**src/rtl/spi_rx_deserializer.sv**
```systemverilog
// Purpose: SPI mode-0 receive deserializer. It samples miso on rising edges of sck_in while cs_n is low and assembles DW-bit words.
// Latency: rx_valid is asserted one clk_in cycle after the rise that completes a word. busy follows cs_n with one cycle of delay.
// Backpressure: there is a one-entry output register. A word that completes while an unaccepted word is held is dropped, and the sticky overrun flag is set.
// Ports: clk_in/rst (async active-low) | sck_in, cs_n, miso (serial side, clk_in-synchronous)
//        rx_ready -> rx_data/rx_valid handshake | overrun (sticky drop flag) | busy (frame in progress)
module spi_rx_deserializer #(
    parameter int DW        = 8,
    parameter bit MSB_FIRST = 1'b1
) (
    input  logic          clk_in,
    input  logic          rst,
    input  logic          sck_in,
    input  logic          cs_n,
    input  logic          miso,
    input  logic          rx_ready,
    output logic [DW-1:0] rx_data,
    output logic          rx_valid,
    output logic          overrun,
    output logic          busy
);

    localparam int            CW   = $clog2(DW);
    localparam logic [CW-1:0] LAST = CW'(DW - 1);

    localparam logic IDLE  = 1'b0;
    localparam logic SHIFT = 1'b1;

    logic          state;
    logic          state_nxt;
    logic          sck_q;
    logic          rise;
    logic [CW-1:0] bit_cnt;
    logic [DW-1:0] sreg;
    logic [DW-1:0] sreg_base;
    logic [DW-1:0] sreg_shifted;
    logic          start;
    logic          take_bit;
    logic          abort;
    logic          complete;

    // sck_in is sampled as data. Only its rising edge has any effect.
    assign rise = sck_in & ~sck_q;

    // State register
    always_ff @(posedge clk_in or negedge rst) begin
        if (!rst) begin
            state <= IDLE;
        end else begin
            state <= state_nxt;
        end
    end

    // Next-state logic
    always_comb begin
        state_nxt = state;
        case (state)
            IDLE:    if (!cs_n) state_nxt = SHIFT;
            SHIFT:   if (cs_n)  state_nxt = IDLE;
            default: state_nxt = IDLE;
        endcase
    end

    // Control decode. A rise in the first cs_n-low cycle counts as bit 0.
    // If cs_n goes high in the same cycle as a completing rise, the word is
    // discarded.
    always_comb begin
        start    = (state == IDLE) && !cs_n;
        abort    = (state == SHIFT) && cs_n;
        take_bit = rise && !cs_n;
        complete = (state == SHIFT) && take_bit && (bit_cnt == LAST);
        busy     = (state == SHIFT);
    end

    // The shift register starts each frame from zero. The new bit is folded in
    // here, so the completing word already includes the current bit.
    always_comb begin
        sreg_base = start ? '0 : sreg;
        if (MSB_FIRST) begin
            sreg_shifted = {sreg_base[DW-2:0], miso};
        end else begin
            sreg_shifted = {miso, sreg_base[DW-1:1]};
        end
    end

    // Serial datapath
    always_ff @(posedge clk_in or negedge rst) begin
        if (!rst) begin
            sck_q   <= 1'b0;
            bit_cnt <= '0;
            sreg    <= '0;
        end else begin
            sck_q <= sck_in;
            if (start) begin
                sreg    <= take_bit ? sreg_shifted : '0;
                bit_cnt <= take_bit ? CW'(1) : '0;
            end else if (abort) begin
                sreg    <= '0;
                bit_cnt <= '0;
            end else if (take_bit) begin
                sreg    <= sreg_shifted;
                bit_cnt <= complete ? '0 : bit_cnt + CW'(1);
            end
        end
    end

    // One-entry output register. An acceptance in the completion cycle frees
    // the slot for the new word.
    always_ff @(posedge clk_in or negedge rst) begin
        if (!rst) begin
            rx_data  <= '0;
            rx_valid <= 1'b0;
            overrun  <= 1'b0;
        end else begin
            if (complete) begin
                if (!rx_valid || rx_ready) begin
                    rx_data  <= sreg_shifted;
                    rx_valid <= 1'b1;
                end else begin
                    overrun  <= 1'b1;
                end
            end else if (rx_valid && rx_ready) begin
                rx_valid <= 1'b0;
            end
            if (start) begin
                overrun <= 1'b0;
            end
        end
    end

endmodule

```
**config.mk**
```make
export PLATFORM = sky130hd
export DESIGN_NAME = spi_rx_deserializer
export DESIGN_NICKNAME = d
export VERILOG_FILES = /design/src/rtl/spi_rx_deserializer.sv
export SDC_FILE = /design/constraint.sdc
export NUM_CORES = 1
export LEC_CHECK = 0
export BUFFER_PORTS_ARGS = -buffer_cell sky130_fd_sc_hd__buf_2
export CAP_MARGIN = 20
export CELL_PAD_IN_SITES_DETAIL_PLACEMENT = 1
export CELL_PAD_IN_SITES_GLOBAL_PLACEMENT = 1
export CORE_ASPECT_RATIO = 0.75
export CORE_MARGIN = 5
export CORE_UTILIZATION = 42
export DETAILED_ROUTE_END_ITERATION = 6
export PLACE_DENSITY = 0.78
export SYNTH_ARGS = -nofsm -noshare
export SYNTH_HDL_FRONTEND = slang
export SYNTH_SLANG_ARGS = --single-unit
export TNS_END_PERCENT = 20
```
**constraint.sdc**
```tcl
create_clock -name clk_in -period 2.4 [get_ports clk_in]
set_input_delay 0.48 -clock clk_in [delete_from_list [all_inputs] [get_ports clk_in]]
set_output_delay 0.48 -clock clk_in [all_outputs]
set_load 0.02 [all_outputs]
```
==> summary.md, run 1 <==
| Metric | Value |
|---|---|
| Result of the run | completed |
| Total setup violations reported at the end of the flow | 0 |
| Total CTS buffers | 3 |
| Number of vias per cell | 5.18 |
| Final hold violations | 0 |
| Quantity of I/O buffers inserted on ports | 16 |
| Top area cells in the synthesized netlist | sky130_fd_sc_hd__dfrtp_1 (53%), sky130_fd_sc_hd__mux2_2 (8.7%), sky130_fd_sc_hd__mux2i_1 (6.8%) |
| Syn_nets | 97 |
| Post_cts resized | 0 |
| Layout Cells excl Fill | roughly 140 |
| Routed wirelength normalized by instance count | roughly 15 um |
| Max-capacitance violation count | 0 |
| Fraction of the mapped netlist area in compound gates | 8.61% |
| Number of antenna violations at the first check in global routing | 0 |
| Number of antenna cells inserted | 0 |
| Core region area | between 2000 and 2500 um^2 |
| Fraction of post-synthesis cell area in the top cell type by area | around 53% |
| Clock-pin slew on the worst setup and hold paths | roughly 120 ps |
| Area of the die | about 3600 um^2 |
| Via count | 720 |
| Worst-Skew Late Latency | 320 ps |
| Part of the power in the clock network | 39.8% |
| Fraction of power consumed by combinational cells | 6.4% |
| Net Sw Frac | between 20% and 30% |
| Overall overflow remaining after global route | 0 |
| Ordered cell list for the critical path | ha_1 -> ha_1 -> nand2_1 -> nor4b_4 -> mux2_2 |
| DR pass1 iterations | 3 |
| Pins Over Slew Limit | 0 |
| Cell with the largest stage delay on the worst path | sky130_fd_sc_hd__nor4b_4 |
| Number of warning messages in the yosys log | 0 |
| Share of cell area taken by muxes after synthesis | between 10% and 20% |
| Portion of total power attributed to sequential cells | a little over half |
| Period minus WS final | around 1900 ps |
| Cell class contributing the biggest share of worst-path delay | simple AND/OR/NAND/NOR gates |
| Count of mapped cells out of synthesis | slightly below 90 |
| CTS HTree Levels | 1 |
| Static Leak | around 0.62 nW |
| Tightest slew margin relative to the limit | about 60% |
| # hold bufs at CTS | 0 |
| Root Buffer Master | sky130_fd_sc_hd__clkbuf_4 |
| HPWL reported at the end of detailed placement | approximately 1500 um |
| # Post-CTS Setup Buffers | 0 |
| Classification of the worst setup path | register to register |
| Remaining antenna violation count | 0 |
| Switching power | approximately 0.15 mW |
| CP Max Fanout | 8 |
| Kind of launch point of the worst setup path | register |
| # rows | 15 |
| Initial standard-cell utilization of the core | between 40% and 50% |
| Remaining routing DRC violations | 0 |
| Final setup TNS | 0 ps |
| Peak supply drop | about 360 uV |
| Cell Int Power | 0.562 mW |
| Biggest area consumer among synthesized cells | sky130_fd_sc_hd__dfrtp_1 |
| Total length of routed wires | ~2100 um |
| Area growth syn-to-layout | 15.0% |
| Post-Synth XOR/XNOR Area | 0% |
| Die boundary width | roughly 67 um |
| Mean post-synth cell area | 11.6 um^2 |
| Measured slew at the worst slew-check pin | between 500 and 600 ps |
| Main combinational cell family by area after synthesis | simple AND/OR/NAND/NOR gates |
| Commonest cells after routing, fill and taps aside | sky130_fd_sc_hd__dfrtp_1 (22), sky130_fd_sc_hd__buf_2 (16), sky130_fd_sc_hd__nand2_1 (12), sky130_fd_sc_hd__o21ai_0 (10) |
| Destination of the worst register-to-register timing path | rx_data[6]$_DFFE_PN0P_ |
| Filler Cells Inserted | 270 |
| Worst reg2reg path startpoint | bit_cnt[0]$_DFFE_PN0P_ |
| Mapped Area | approximately 1000 um^2 |
| Fraction of the mapped netlist area in adder cells | between 2 and 2.5% |
| Peak Freq | around 0.53 GHz |
| Data arrival, critical path | approximately 2100 ps |
| Cell repeated most along the worst path | sky130_fd_sc_hd__ha_1 |
| Worst reg-to-reg setup slack | ~500 ps |
| Simple-gate share of the synthesized area | between 10% and 20% |
| Number of cell instances on the worst register-to-register path | 5 |
| Crit path buffers/inverters | 0 |
| Placed insts | 135 |
| Total global-route track usage | about 14% |
| Worst path required time | about 2600 ps |
| Slowest stage delay, CP | between 500 and 600 ps |
| Placer Congestion | slightly above 0.7 |
| CTS tree | done |
| Power density of the placed cells | 601 nW/um^2 |
| # clock sinks | 22 |
| Maximum clock insertion buffer count | 2 |
| Pin count of the biggest net entering global routing | 23 |
| Hold Path Class | primary input to asynchronous set/reset pin |
| Post-synthesis sequential area ratio | a little over half |
| Crit share post-route | 79.0% |
| Via count of the first global-routing pass | roughly 780 |
| Most common cell after layout, fill and taps aside | sky130_fd_sc_hd__dfrtp_1 |
| First-iteration detailed-routing DRC count | 16 |
| Clock skew | 7.84 ps |
| Die H | 52.9 um |
| Wire length of the first global-routing pass | between 3000 and 4000 um |
| Number of storage elements in the synthesis netlist | 22 |
| Ratio of cells with drive above 1 in the final layout | about 29% |
| Number of different library cells in the post-synthesis netlist | 25 |
| Count of nets after finishing | about 110 |
| Num ports | 17 |
| Unrepaired setup endpoints after global routing | no |
| Worst setup EP type | register |
==> through the flow <==
| stage | total power, mW | setup WS (ps) | hold slack, ps | cell area, um^2 | utilization, % |
|---|---|---|---|---|---|
| 5_1_grt | 0.752 | 372 | 119 | 1190 | 51.0 |
| 6_report | 0.714 | 503 | 95.8 | 1190 | 51.0 |
| 2_1_floorplan | 0.418 | 717 | 184 | 1030 | - |
| 4_1_cts | 0.727 | 475 | 99.8 | 1190 | 51.0 |
| 3_3_place_gp | 0.436 | 527 | 469 | 1130 | 48.8 |
| 3_5_place_dp | 0.438 | 491 | 468 | 1130 | 48.8 |
==> power groups by stage <==
| stage | Clock [mW] | Combinational (mW) | Sequential, mW |
|---|---|---|---|
| after floorplan | 0 | 0.0282 | 0.390 |
| after global placement | 0 | 0.0455 | 0.390 |
| after detailed placement | 0 | 0.0472 | 0.391 |
| after CTS | 0.296 | 0.0472 | 0.384 |
| after global routing | 0.314 | 0.0524 | 0.385 |
| final | 0.284 | 0.0458 | 0.383 |
==> cells in the mapped netlist <==
| library cell | count |
|---|---|
| sky130_fd_sc_hd__o21a_1 | 1 |
| sky130_fd_sc_hd__or3_1 | 1 |
| sky130_fd_sc_hd__a31oi_1 | 2 |
| sky130_fd_sc_hd__o31ai_1 | 1 |
| sky130_fd_sc_hd__clkbuf_1 | 2 |
| sky130_fd_sc_hd__nor2_1 | 1 |
| sky130_fd_sc_hd__mux2_2 | 8 |
| sky130_fd_sc_hd__nand2b_4 | 1 |
| sky130_fd_sc_hd__nor4b_4 | 1 |
| sky130_fd_sc_hd__o22ai_1 | 1 |
| sky130_fd_sc_hd__buf_4 | 1 |
| sky130_fd_sc_hd__nand3b_1 | 1 |
| sky130_fd_sc_hd__buf_2 | 1 |
| sky130_fd_sc_hd__dfrtp_1 | 22 |
| sky130_fd_sc_hd__ha_1 | 2 |
| sky130_fd_sc_hd__o21ai_0 | 10 |
| sky130_fd_sc_hd__nor2b_1 | 8 |
| sky130_fd_sc_hd__nand2b_1 | 1 |
| sky130_fd_sc_hd__and3b_1 | 1 |
| sky130_fd_sc_hd__a21oi_1 | 1 |
| sky130_fd_sc_hd__nor4b_1 | 1 |
| sky130_fd_sc_hd__nor4bb_1 | 1 |
| sky130_fd_sc_hd__nand2_1 | 12 |
| sky130_fd_sc_hd__mux2i_1 | 7 |
| sky130_fd_sc_hd__inv_1 | 1 |
==> routing by layer <==
metal	GRT usage (%)	up-vias	wire length [um]
met3	4.46	4	124
met4	5.05	0	18
li1	-	343	-
met1	16.6	359	953
met2	22.8	14	956
met5	0	-	0
==> logic make-up (layout without fill, tap and decap cells) <==
logic type	after synthesis	count (layout)
flip-flops	22	22
AO/OA/AOI/OAI	16	16
AND/OR/NAND/NOR	29	29
buffers and inverters	5	21
multiplexers	15	15
adder cells (fa/ha/maj)	2	2
==> registers in the layout (all words and copies together) (netlist names) <==
register,flops
overrun,1
bit_cnt,3
busy,1
sreg,7
sck_q,1
rx_data,8
rx_valid,1
==> layout make-up <==
cell class	count	area (um^2)	share of cell area [%]
clock buffers	3	22.5	1.90
clock inverters	1	30.0	2.53
inverters	1	3.75	0.316
multi-input cells	62	458	38.6
flip-flops and latches	22	551	46.4
well taps	34	42.5	3.58
repair buffers	16	80.1	6.74
==> worst max path at each step <==
stage                                 from                endpoint  cells after the start
floorplan           bit_cnt[0]$_DFFE_PN0P_  rx_data[0]$_DFFE_PN0P_                      5
global placement                    sck_in  rx_data[6]$_DFFE_PN0P_                      4
detailed placement                  sck_in  rx_data[6]$_DFFE_PN0P_                      4
CTS                 bit_cnt[0]$_DFFE_PN0P_  rx_data[6]$_DFFE_PN0P_                      5
global route        bit_cnt[0]$_DFFE_PN0P_  rx_data[6]$_DFFE_PN0P_                      5
finish              bit_cnt[0]$_DFFE_PN0P_  rx_data[6]$_DFFE_PN0P_                      5
No activity file was read; power rests on OpenSTA's default activity.
==> run 2, diff against run 1 <==
--- a/config.mk
+++ b/config.mk
@@ -11,9 +11,9 @@
 export CELL_PAD_IN_SITES_GLOBAL_PLACEMENT = 1
 export CORE_ASPECT_RATIO = 0.75
 export CORE_MARGIN = 5
-export CORE_UTILIZATION = 42
+export CORE_UTILIZATION = 38
 export DETAILED_ROUTE_END_ITERATION = 6
-export PLACE_DENSITY = 0.78
+export PLACE_DENSITY = 0.75
 export SYNTH_ARGS = -nofsm -noshare
 export SYNTH_HDL_FRONTEND = slang
 export SYNTH_SLANG_ARGS = --single-unit
==> constraint.sdc (replaced) <==
create_clock -name clk_in -period 1.6 [get_ports clk_in]
set_input_delay 0.32 -clock clk_in [delete_from_list [all_inputs] [get_ports clk_in]]
set_output_delay 0.32 -clock clk_in [all_outputs]
set_load 0.02 [all_outputs]
==> summary.md, run 2 (synthesis results as in run 1) <==
| Metric | Value |
|---|---|
| Post-placement worst setup slack | -64.1 ps |
| Largest registers | rx_data x8, sreg x7, bit_cnt x3 |
| Power density of the placed cells | 853 nW/um^2 |
| Remaining routing DRC violations | 0 |
| Final setup TNS | -214 ps |
| Number of antenna violations at the first check in global routing | 0 |
| Total length of routed wires | roughly 2300 um |
| Flip-flop count of the largest register, all copies and words added | 8 |
| Post-layout utilization of the core | 49.6% |
| Wire length of the first global-routing pass | roughly 3900 um |
| HPWL reported at the end of detailed placement | approximately 1700 um |
| Met1 track utilization from global routing | a little under a fifth |
| Layer with the highest usage | met2 |
| Num ports | 17 |
| Register with the most flip-flops | rx_data |
| Final hold slack | roughly 180 ps |
| First-iteration detailed-routing DRC count | 23 |
| Placer Congestion | between 0.7 and 0.8 |
| Maximum clock insertion buffer count | 2 |
| Kind of launch point of the worst setup path | register |
| CP Max Fanout | 8 |
| Peak Freq | around 0.61 GHz |
| Ratio of cells with drive above 1 in the final layout | a little over a third |
| Peak supply drop | 747 uV |
| # clock sinks | 22 |
| Met3 usage | under 10% |
| Unrepaired setup endpoints after global routing | yes |
| Most common cell after layout, fill and taps aside | sky130_fd_sc_hd__dfrtp_1 |
| Total setup violations reported at the end of the flow | 8 |
| Pin count of the biggest net entering global routing | 23 |
| Clock skew | 6.32 ps |
| Count of nets after finishing | 124 |
| Area growth syn-to-layout | 25.1% |
| Worst-case setup margin in the final layout | -37.4 ps |
| Period minus WS final | between 1500 and 2000 ps |
| DR pass1 iterations | 4 |
| Remaining antenna violation count | 0 |
| Total global-route track usage | 13.3% |
| Commonest cells after routing, fill and taps aside | sky130_fd_sc_hd__dfrtp_1 (22), sky130_fd_sc_hd__buf_2 (16), sky130_fd_sc_hd__nand2_1 (11), sky130_fd_sc_hd__o21ai_0 (10) |
| Number of vias per cell | slightly below 5 |
| CTS HTree Levels | 1 |
| Clock-pin slew on the worst setup and hold paths | 130 ps |
| Via count of the first global-routing pass | roughly 780 |
| Result of the run | finished with violations |
| Overall overflow remaining after global route | 0 |
| Post-Layout Inst Area | around 1300 um^2 |
| Classification of the worst setup path | register to register |
| Total CTS buffers | 3 |
| Post-place instance area | between 1000 and 1500 um^2 |
| Number of antenna cells inserted | 0 |
| Worst setup EP type | register |
| Via count | roughly 750 |
| Routed wirelength normalized by instance count | around 15 um |
| Core region area | around 2600 um^2 |
| Quantity of I/O buffers inserted on ports | 16 |
| Pins Over Slew Limit | 0 |
| Final Total Pwr | 1.10 mW |
| Placed insts | around 150 |
| Initial standard-cell utilization of the core | between 30 and 40% |
| Worst-Skew Late Latency | ~320 ps |
| CTS tree | done |
| Data arrival, critical path | approximately 1900 ps |
| Hold Path Class | primary input to register |
| Met2 routing resource usage after global routing | about a fifth |
| Failing checks | negative setup slack |
| Layout Cells excl Fill | roughly 150 |
| Final hold violations | 0 |
| Measured slew at the worst slew-check pin | a little over 500 ps |
| Crit share post-route | 102% |
| Tightest slew margin relative to the limit | between 60% and 70% |
| Worst path required time | 1810 ps |
| Max-capacitance violation count | 0 |
| Static Leak | about 0.67 nW |
| Root Buffer Master | sky130_fd_sc_hd__clkbuf_4 |
| # rows | 16 |
| Die boundary width | ~70 um |
| Area of the die | about 3900 um^2 |
| Die H | 55.1 um |
## run 2: layout make-up
class / count / area (um^2)
repair buffers: 26 / 161
fillers: 294 / 1310
well taps: 36 / 45.0
inverters: 1 / 3.75
flip-flops and latches: 22 / 551
clock inverters: 1 / 30.0
multi-input cells: 62 / 478
clock buffers: 3 / 22.5
## run 2: timing repair
action                                  CTS  global route
buffers inserted                          1             0
endpoints found under the hold margin    22             0
gates resized for setup                   3             2
hold buffers                              1             0
endpoints found under the setup margin    8             9
## run 2: report_power, final
group | switching [mW] | total, mW | internal (mW)
sequential | 0.00940 | 0.574 | 0.565
clock | 0.185 | 0.438 | 0.253
combinational | 0.0502 | 0.0887 | 0.0385
## run 2: metal layers
metal / vias to the layer above / share of wire, %
met5: - / 0
met4: 0 / 0
met3: 0 / 5.4
met2: 14 / 44
met1: 369 / 51
li1: 364 / -
## run 2: path summary, 6_finish.rpt
path                       slack [ps]  cells past startpoint                   start                      to
setup / recovery                  -40                      6  bit_cnt[1]$_DFFE_PN0P_  rx_data[5]$_DFFE_PN0P_
max in group asynchronous         780                      2                     rst  rx_data[6]$_DFFE_PN0P_
min in group asynchronous         480                      2                     rst     sreg[2]$_DFFE_PN0P_
setup reg to reg                  -40                      6  bit_cnt[1]$_DFFE_PN0P_  rx_data[5]$_DFFE_PN0P_
hold / removal                    180                      1                  sck_in         sck_q$_DFF_PN0_
hold reg to reg                   520                      1  rx_data[1]$_DFFE_PN0P_  rx_data[1]$_DFFE_PN0P_
## run 2: critical path, stage by stage (launching register included)
cell                      delay, ps
sky130_fd_sc_hd__dfrtp_1        390
sky130_fd_sc_hd__ha_1           150
sky130_fd_sc_hd__ha_2           180
sky130_fd_sc_hd__nand2_2         70
sky130_fd_sc_hd__nor4b_4        230
sky130_fd_sc_hd__buf_6          170
sky130_fd_sc_hd__mux2_2         340
